[config.mk]
export PLATFORM = sky130hd
export DESIGN_NAME = muldiv_seq
export DESIGN_NICKNAME = d
export VERILOG_FILES = /design/src/rtl/alu_pkg.sv /design/src/rtl/muldiv_step.sv /design/src/rtl/muldiv_seq.sv
export SDC_FILE = /design/constraint.sdc
export NUM_CORES = 1
export LEC_CHECK = 0
export CAP_MARGIN = 10
export CELL_PAD_IN_SITES_DETAIL_PLACEMENT = 0
export CELL_PAD_IN_SITES_GLOBAL_PLACEMENT = 1
export CORE_MARGIN = 2
export CORE_UTILIZATION = 47
export DETAILED_ROUTE_END_ITERATION = 12
export GPL_ROUTABILITY_DRIVEN = 0
export PLACE_DENSITY_LB_ADDON = 0.1
export SLEW_MARGIN = 10
export SYNTH_ARGS = -nofsm -noshare
export SYNTH_HDL_FRONTEND = slang
export SYNTH_SLANG_ARGS = --single-unit
[constraint.sdc]
create_clock -name clk -period 6.17 [get_ports clk]
set_input_delay 1.234 -clock clk [delete_from_list [all_inputs] [get_ports clk]]
set_output_delay 1.234 -clock clk [all_outputs]
set_load 0.03 [all_outputs]
[src/rtl/alu_pkg.sv]
// ============================================================================
// Module      : alu_pkg
// Description : Shared ALU control codes and the muldiv_seq state encoding.
// Revision    : 1.0 - initial release
// ============================================================================
`default_nettype none

package alu_pkg;

    localparam logic [3:0] ALU_ADD  = 4'b0000;
    localparam logic [3:0] ALU_SUB  = 4'b0001;
    localparam logic [3:0] ALU_MUL  = 4'b0010;
    localparam logic [3:0] ALU_DIV  = 4'b0011;
    localparam logic [3:0] ALU_AND  = 4'b0100;
    localparam logic [3:0] ALU_OR   = 4'b0101;
    localparam logic [3:0] ALU_NOR  = 4'b0110;
    localparam logic [3:0] ALU_NOP  = 4'b0111;
    localparam logic [3:0] ALU_SRL  = 4'b1000;
    localparam logic [3:0] ALU_SLT  = 4'b1001;
    localparam logic [3:0] ALU_XOR  = 4'b1010;
    localparam logic [3:0] ALU_SLTI = 4'b1011;

    localparam logic [1:0] ST_IDLE    = 2'd0;
    localparam logic [1:0] ST_MUL_RUN = 2'd1;
    localparam logic [1:0] ST_DIV_RUN = 2'd2;
    localparam logic [1:0] ST_FINISH  = 2'd3;

endpackage

`default_nettype wire

[src/rtl/muldiv_step.sv]
// ============================================================================
// Module      : muldiv_step
// Description : One combinational iteration of shift-add multiply or
//               restoring divide.
// Revision    : 1.0 - initial release
// ============================================================================
`default_nettype none

module muldiv_step #(
    parameter int WIDTH = 32
) (
    input  logic               i_is_div,
    input  logic [2*WIDTH:0]   i_acc,
    input  logic [WIDTH-1:0]   i_q,
    input  logic [WIDTH-1:0]   i_operand,
    output logic [2*WIDTH:0]   o_acc,
    output logic [WIDTH-1:0]   o_q
);

    logic [WIDTH:0]   w_sum;
    logic [2*WIDTH:0] w_mul_acc;
    logic [WIDTH:0]   w_rem_sh;
    logic [WIDTH:0]   w_sub;
    logic             w_ge;
    logic [WIDTH-1:0] w_q_sh;

    always_comb begin
        // Multiply: the upper-half add keeps its carry in the extra top bit.
        w_sum     = {1'b0, i_acc[2*WIDTH-1:WIDTH]} + {1'b0, i_operand};
        w_mul_acc = i_q[0] ? {w_sum, i_acc[WIDTH-1:0]} : i_acc;

        // Divide: remainder lives in the low WIDTH+1 bits of the accumulator.
        w_rem_sh  = {i_acc[WIDTH-1:0], i_q[WIDTH-1]};
        w_q_sh    = {i_q[WIDTH-2:0], 1'b0};
        w_ge      = (w_rem_sh >= {1'b0, i_operand});
        w_sub     = w_rem_sh - {1'b0, i_operand};

        if (i_is_div) begin
            o_acc = {{WIDTH{1'b0}}, (w_ge ? w_sub : w_rem_sh)};
            o_q   = w_q_sh | {{(WIDTH-1){1'b0}}, w_ge};
        end else begin
            o_acc = w_mul_acc >> 1;
            o_q   = i_q >> 1;
        end
    end

endmodule

`default_nettype wire

[src/rtl/muldiv_seq.sv]
// ============================================================================
// Module      : muldiv_seq
// Description : Multi-cycle MUL/DIV sequencer, one bit per clock with
//               busy/done handshake for the core controller.
// Revision    : 1.0 - initial release
// ============================================================================
`default_nettype none

module muldiv_seq
    import alu_pkg::*;
#(
    parameter int WIDTH = 32,
    parameter int CNT_W = $clog2(WIDTH) + 1
) (
    input  logic             clk,
    input  logic             rst_n,
    input  logic             start,
    input  logic [3:0]       alu_ctrl,
    input  logic [WIDTH-1:0] op_a,
    input  logic [WIDTH-1:0] op_b,
    output logic             busy,
    output logic             done,
    output logic [WIDTH-1:0] result_lo,
    output logic [WIDTH-1:0] result_hi,
    output logic             div_by_zero
);

    localparam logic [CNT_W-1:0] C_ITER = CNT_W'(WIDTH);
    localparam logic [CNT_W-1:0] C_ONE  = CNT_W'(1);

    logic [1:0]       r_state;
    logic [CNT_W-1:0] r_cnt;
    logic [2*WIDTH:0] r_acc;
    logic [WIDTH-1:0] r_q;
    logic [WIDTH-1:0] r_operand;
    logic [WIDTH-1:0] r_result_lo;
    logic [WIDTH-1:0] r_result_hi;
    logic             r_dbz;

    logic [2*WIDTH:0] w_acc_nxt;
    logic [WIDTH-1:0] w_q_nxt;
    logic             w_is_div;

    assign w_is_div = (r_state == ST_DIV_RUN);

    muldiv_step #(
        .WIDTH (WIDTH)
    ) u_step (
        .i_is_div  (w_is_div),
        .i_acc     (r_acc),
        .i_q       (r_q),
        .i_operand (r_operand),
        .o_acc     (w_acc_nxt),
        .o_q       (w_q_nxt)
    );

    always_ff @(posedge clk) begin
        if (!rst_n) begin
            r_state     <= ST_IDLE;
            r_cnt       <= '0;
            r_acc       <= '0;
            r_q         <= '0;
            r_operand   <= '0;
            r_result_lo <= '0;
            r_result_hi <= '0;
            r_dbz       <= 1'b0;
        end else begin
            case (r_state)
                ST_IDLE: begin
                    if (start && alu_ctrl == ALU_MUL) begin
                        r_operand <= op_a;
                        r_q       <= op_b;
                        r_acc     <= '0;
                        r_cnt     <= C_ITER;
                        r_dbz     <= 1'b0;
                        r_state   <= ST_MUL_RUN;
                    end else if (start && alu_ctrl == ALU_DIV) begin
                        if (op_b == '0) begin
                            r_result_lo <= '1;
                            r_result_hi <= op_a;
                            r_dbz       <= 1'b1;
                            r_state     <= ST_FINISH;
                        end else begin
                            r_operand <= op_b;
                            r_q       <= op_a;
                            r_acc     <= '0;
                            r_cnt     <= C_ITER;
                            r_dbz     <= 1'b0;
                            r_state   <= ST_DIV_RUN;
                        end
                    end
                end
                ST_MUL_RUN, ST_DIV_RUN: begin
                    r_acc <= w_acc_nxt;
                    r_q   <= w_q_nxt;
                    r_cnt <= r_cnt - C_ONE;
                    if (r_cnt == C_ONE) begin
                        // Results are captured on the final iteration so they are valid with done.
                        if (w_is_div) begin
                            r_result_lo <= w_q_nxt;
                            r_result_hi <= w_acc_nxt[WIDTH-1:0];
                        end else begin
                            r_result_lo <= w_acc_nxt[WIDTH-1:0];
                            r_result_hi <= w_acc_nxt[2*WIDTH-1:WIDTH];
                        end
                        r_state <= ST_FINISH;
                    end
                end
                ST_FINISH: begin
                    r_state <= ST_IDLE;
                end
                default: begin
                    r_state <= ST_IDLE;
                end
            endcase
        end
    end

    assign busy        = (r_state == ST_MUL_RUN) || (r_state == ST_DIV_RUN);
    assign done        = (r_state == ST_FINISH);
    assign result_lo   = r_result_lo;
    assign result_hi   = r_result_hi;
    assign div_by_zero = r_dbz;

endmodule

`default_nettype wire

==> flow_summary_export.csv <==
group,metric,value,unit
synth,syn-instance-count,1769,
detailed_routing,drt_wl_total,51.7,mm
power_and_ir_drop,sw_frac_of_total,0.431,
cts,post_cts_buffers,0,
timing,worst_pin_slew,1.04,ns
critical_path,timing.rr.end,"result_hi[18]$_SDFFE_PN0P_",
global_routing,grt_pass1_vias,13003,
cts,clk_latency,0.54,ns
synth,synthTopCellsByArea,"dfxtp_1 (29%), ha_1 (6.3%), nand2_1 (6.3%), a21oi_1 (5.6%), o211a_1 (4.7%)",
status,status,"finished, final reports clean",
run,drv_cap,0,
cts,cts_root_buf,"clkbuf_16",
global_routing,track_usage,0.329,
power_and_ir_drop,cellPowerDensity,321,nW/um2
synth,synth_edf_count,0,
critical_path,worst_ep_required_time,6.62,ns
timing,final.period_utilization,0.775,
timing,grt_setup_unrepaired,"false",
power_and_ir_drop,pwr-share-comb,0.427,
detailed_routing,wl_per_cell,23.3,um
cts,numCtsBuffers,24,
critical_path,rr_worst_depth,13,
synth,synth_top_area_cell,"dfxtp_1",
place,dp_hpwl,37.6,mm
critical_path,endpoint_kind,"flop",
synth,avgSynthCellArea,7.78,um2
timing,slew_headroom,0.297,
cells_and_area,post-route-util,0.563,
global_routing,antenna_found_initial,3,
cts,cts_hold_buf,0,
cts,clock_path_buffers,3,
timing,setup_violations,0,
timing,fmax,209,MHz
place,port-buffer-count,137,
power_and_ir_drop,p_clk_frac,0.289,
cells_and_area,area_growth_syn_to_layout,17.7,%
timing,fin_ws,1.39,ns
cells_and_area,layout-drive-gt1-share,0.0545,
timing,slew_violations,0,
worst_hold_path,min_to,"div_by_zero$_SDFFE_PN0P_",
floorplanning,core_area,28800,um2
cells_and_area,fill_cells,2765,
power_and_ir_drop,p_seq_frac,0.285,
critical_path,cp_max_fo,24,
detailed_routing,drtAntennaViolNets,0,
worst_hold_path,worstHoldStart,"div_by_zero$_SDFFE_PN0P_",
critical_path,reg2reg_slack,1.39,ns
floorplanning,die_x,175,um
synth,syn-num-nets,1911,
floorplanning,die_y,175,um
global_routing,grt_pass1_wl,78.4,mm
floorplanning,start_util,0.478,
power_and_ir_drop,max-vdd-ir-drop,0.000486,V
synth,synth_cell_types,77,
timing,min_period,4.78,ns
critical_path,worstSetupPathType,"reg2reg",
timing,hold_viol,0,
worst_hold_path,whs_path_depth,2,
critical_path,worstPathArrival,5.23,ns
critical_path,worst_setup_path_start_kind,"flop",
power_and_ir_drop,p_leak,6.84,nW
detailed_routing,vias,14060,
cts,cts_tree,"done",
floorplanning,placementRows,62,
global_routing,grt_overflow_total,0,
power_and_ir_drop,p_total,5.20,mW
detailed_routing,viasPerCell,6.33,
timing,tns,0,ns
detailed_routing,drt-initial-drc-count,1729,
critical_path,r2r-start,"r_operand[26]$_SDFFE_PN0P_",
place,dpl_worst_slack,1.40,ns
global_routing,grt_max_degree,94,
cts,htreeDepth,1,
timing,finClkSkew,0.0234,ns
cts,cts.clk_slew.worst_paths,0.06,ns
synth,netlist.area_leader.share,0.292,
synth,syn_area,13800,um2
cts,cts.sink_count,201,
power_and_ir_drop,power.net_switching,2.24,mW
synth,synth.yosys.warnings,0,
timing,holdWs,0.484,ns
cts,cts_repair_resize_count,0,
synth,ys_ff_latch,201,
synth,synthFlopType,"dfxtp_1",
floorplanning,dieArea,30700,um2
synth,async_reset_ff_frac,0,
power_and_ir_drop,p_int,2.96,mW
synth,ys_seq_area_frac,0.292,
worst_hold_path,hold_class,"reg2reg",
detailed_routing,drtPass1Iterations,6,
cells_and_area,nets,1961,
floorplanning,pin_count,138,
detailed_routing,drc_errors,0,
final cells by class:
class                      count  area (um2)  area share
inverter                      82         308      0.0190
clock buffer                  32         692      0.0427
tap                          384         480      0.0297
timing repair buffer         159        1570      0.0970
multi-input combinational   1351        8980       0.555
sequential                   201        4020       0.248
clock inverter                11         135     0.00834
antenna                        1        2.50    0.000155
power by group through the flow:
stage	Clock, mW	Sequential, mW	Combinational [mW]
6_report	1.50	1.48	2.22
5_1_grt	1.57	1.49	2.36
4_1_cts	1.51	1.48	2.17
3_5_place_dp	0	1.50	2.16
3_3_place_gp	0	1.50	2.15
2_1_floorplan	0	1.56	1.29
Yosys cell counts (all sizes together) (16+ instances only):
| cell type | number |
|---|---|
| ha | 69 |
| mux2 | 17 |
| nand2 | 230 |
| clkbuf | 116 |
| a21boi | 20 |
| nor2b | 69 |
| o21ai | 108 |
| a21o | 48 |
| nand3 | 43 |
| xnor2 | 34 |
| a211oi | 31 |
| nor3 | 24 |
| a311oi | 17 |
| a21oi | 155 |
| o211a | 64 |
| nor2 | 94 |
| mux2i | 50 |
| buf | 19 |
| xor2 | 16 |
| inv | 81 |
| dfxtp | 201 |
| nand4 | 21 |
| o211ai | 31 |
registers in the layout (all words and copies together) (netlist names):
register     flops
result_hi       32
r_operand       32
r_q             32
r_state          2
r_acc           64
result_lo       32
div_by_zero      1
r_cnt            6
per-stage QoR:
stage               instance area (um2)  std cells
global placement                  15400       2177
finish                            16200       2221
floorplan                         13800       1769
global route                      16200       2220
detailed placement                15400       2177
CTS                               16200       2220
logic make-up (layout without fill, tap and decap cells):
kind of cell / Yosys count / after routing / synth area share
multiplexers: 67 / 67 / 0.0503
XOR/XNOR: 50 / 50 / 0.0318
buffers and inverters: 217 / 284 / 0.0603
AND/OR/NAND/NOR: 549 / 549 / 0.188
AO/OA/AOI/OAI: 614 / 614 / 0.312
adder cells (fa/ha/maj): 71 / 71 / 0.0657
other: 0 / 1 / 0
flip-flops: 201 / 201 / 0.292
worst max-delay path, stage by stage, from the launching register on:
cell and delay [ns]:
dfxtp_1 0.42, inv_1 0.12, ha_1 0.38, a21o_1 0.20, a21o_1 0.17, a21oi_1 0.20
a21oi_1 0.10, a2111oi_1 0.83, o41a_1 0.97, buf_4 0.35, nor2_1 0.09, o21ai_1 0.40
o211ai_1 0.28, a21boi_0 0.19
cells in the final DEF (no fill, tap or decap), drive strengths merged, types with 32 or more instances in the layout:
cell type	count
nor2	94
clkbuf	32
ha	69
nand3	43
nand2	230
o211a	64
a21o	48
mux2i	50
clkdlybuf4s50	136
dfxtp	201
inv	82
xnor2	34
a21oi	155
nor2b	69
o21ai	108
how the worst max path moves through the flow:
stage                                      end                        from  slack [ns]
detailed placement      r_acc[31]$_SDFFE_PN0P_                    op_b[14]        1.40
global placement        r_acc[30]$_SDFFE_PN0P_                    op_b[14]        1.42
CTS                 result_hi[18]$_SDFFE_PN0P_  r_operand[26]$_SDFFE_PN0P_        1.55
floorplan           r_operand[10]$_SDFFE_PN0P_                 alu_ctrl[3]        2.65
global route        result_hi[18]$_SDFFE_PN0P_  r_operand[26]$_SDFFE_PN0P_        1.11
finish              result_hi[18]$_SDFFE_PN0P_  r_operand[26]$_SDFFE_PN0P_        1.39
layer usage:
metal / up-vias / GRT usage / share of wire
met5: - / 0 / 0.00025
met4: 2 / 0.0872 / 0.026
met3: 74 / 0.0516 / 0.092
met2: 647 / 0.480 / 0.42
met1: 6773 / 0.498 / 0.46
li1: 6564 / - / -
Power figures use the tool's default switching activity.
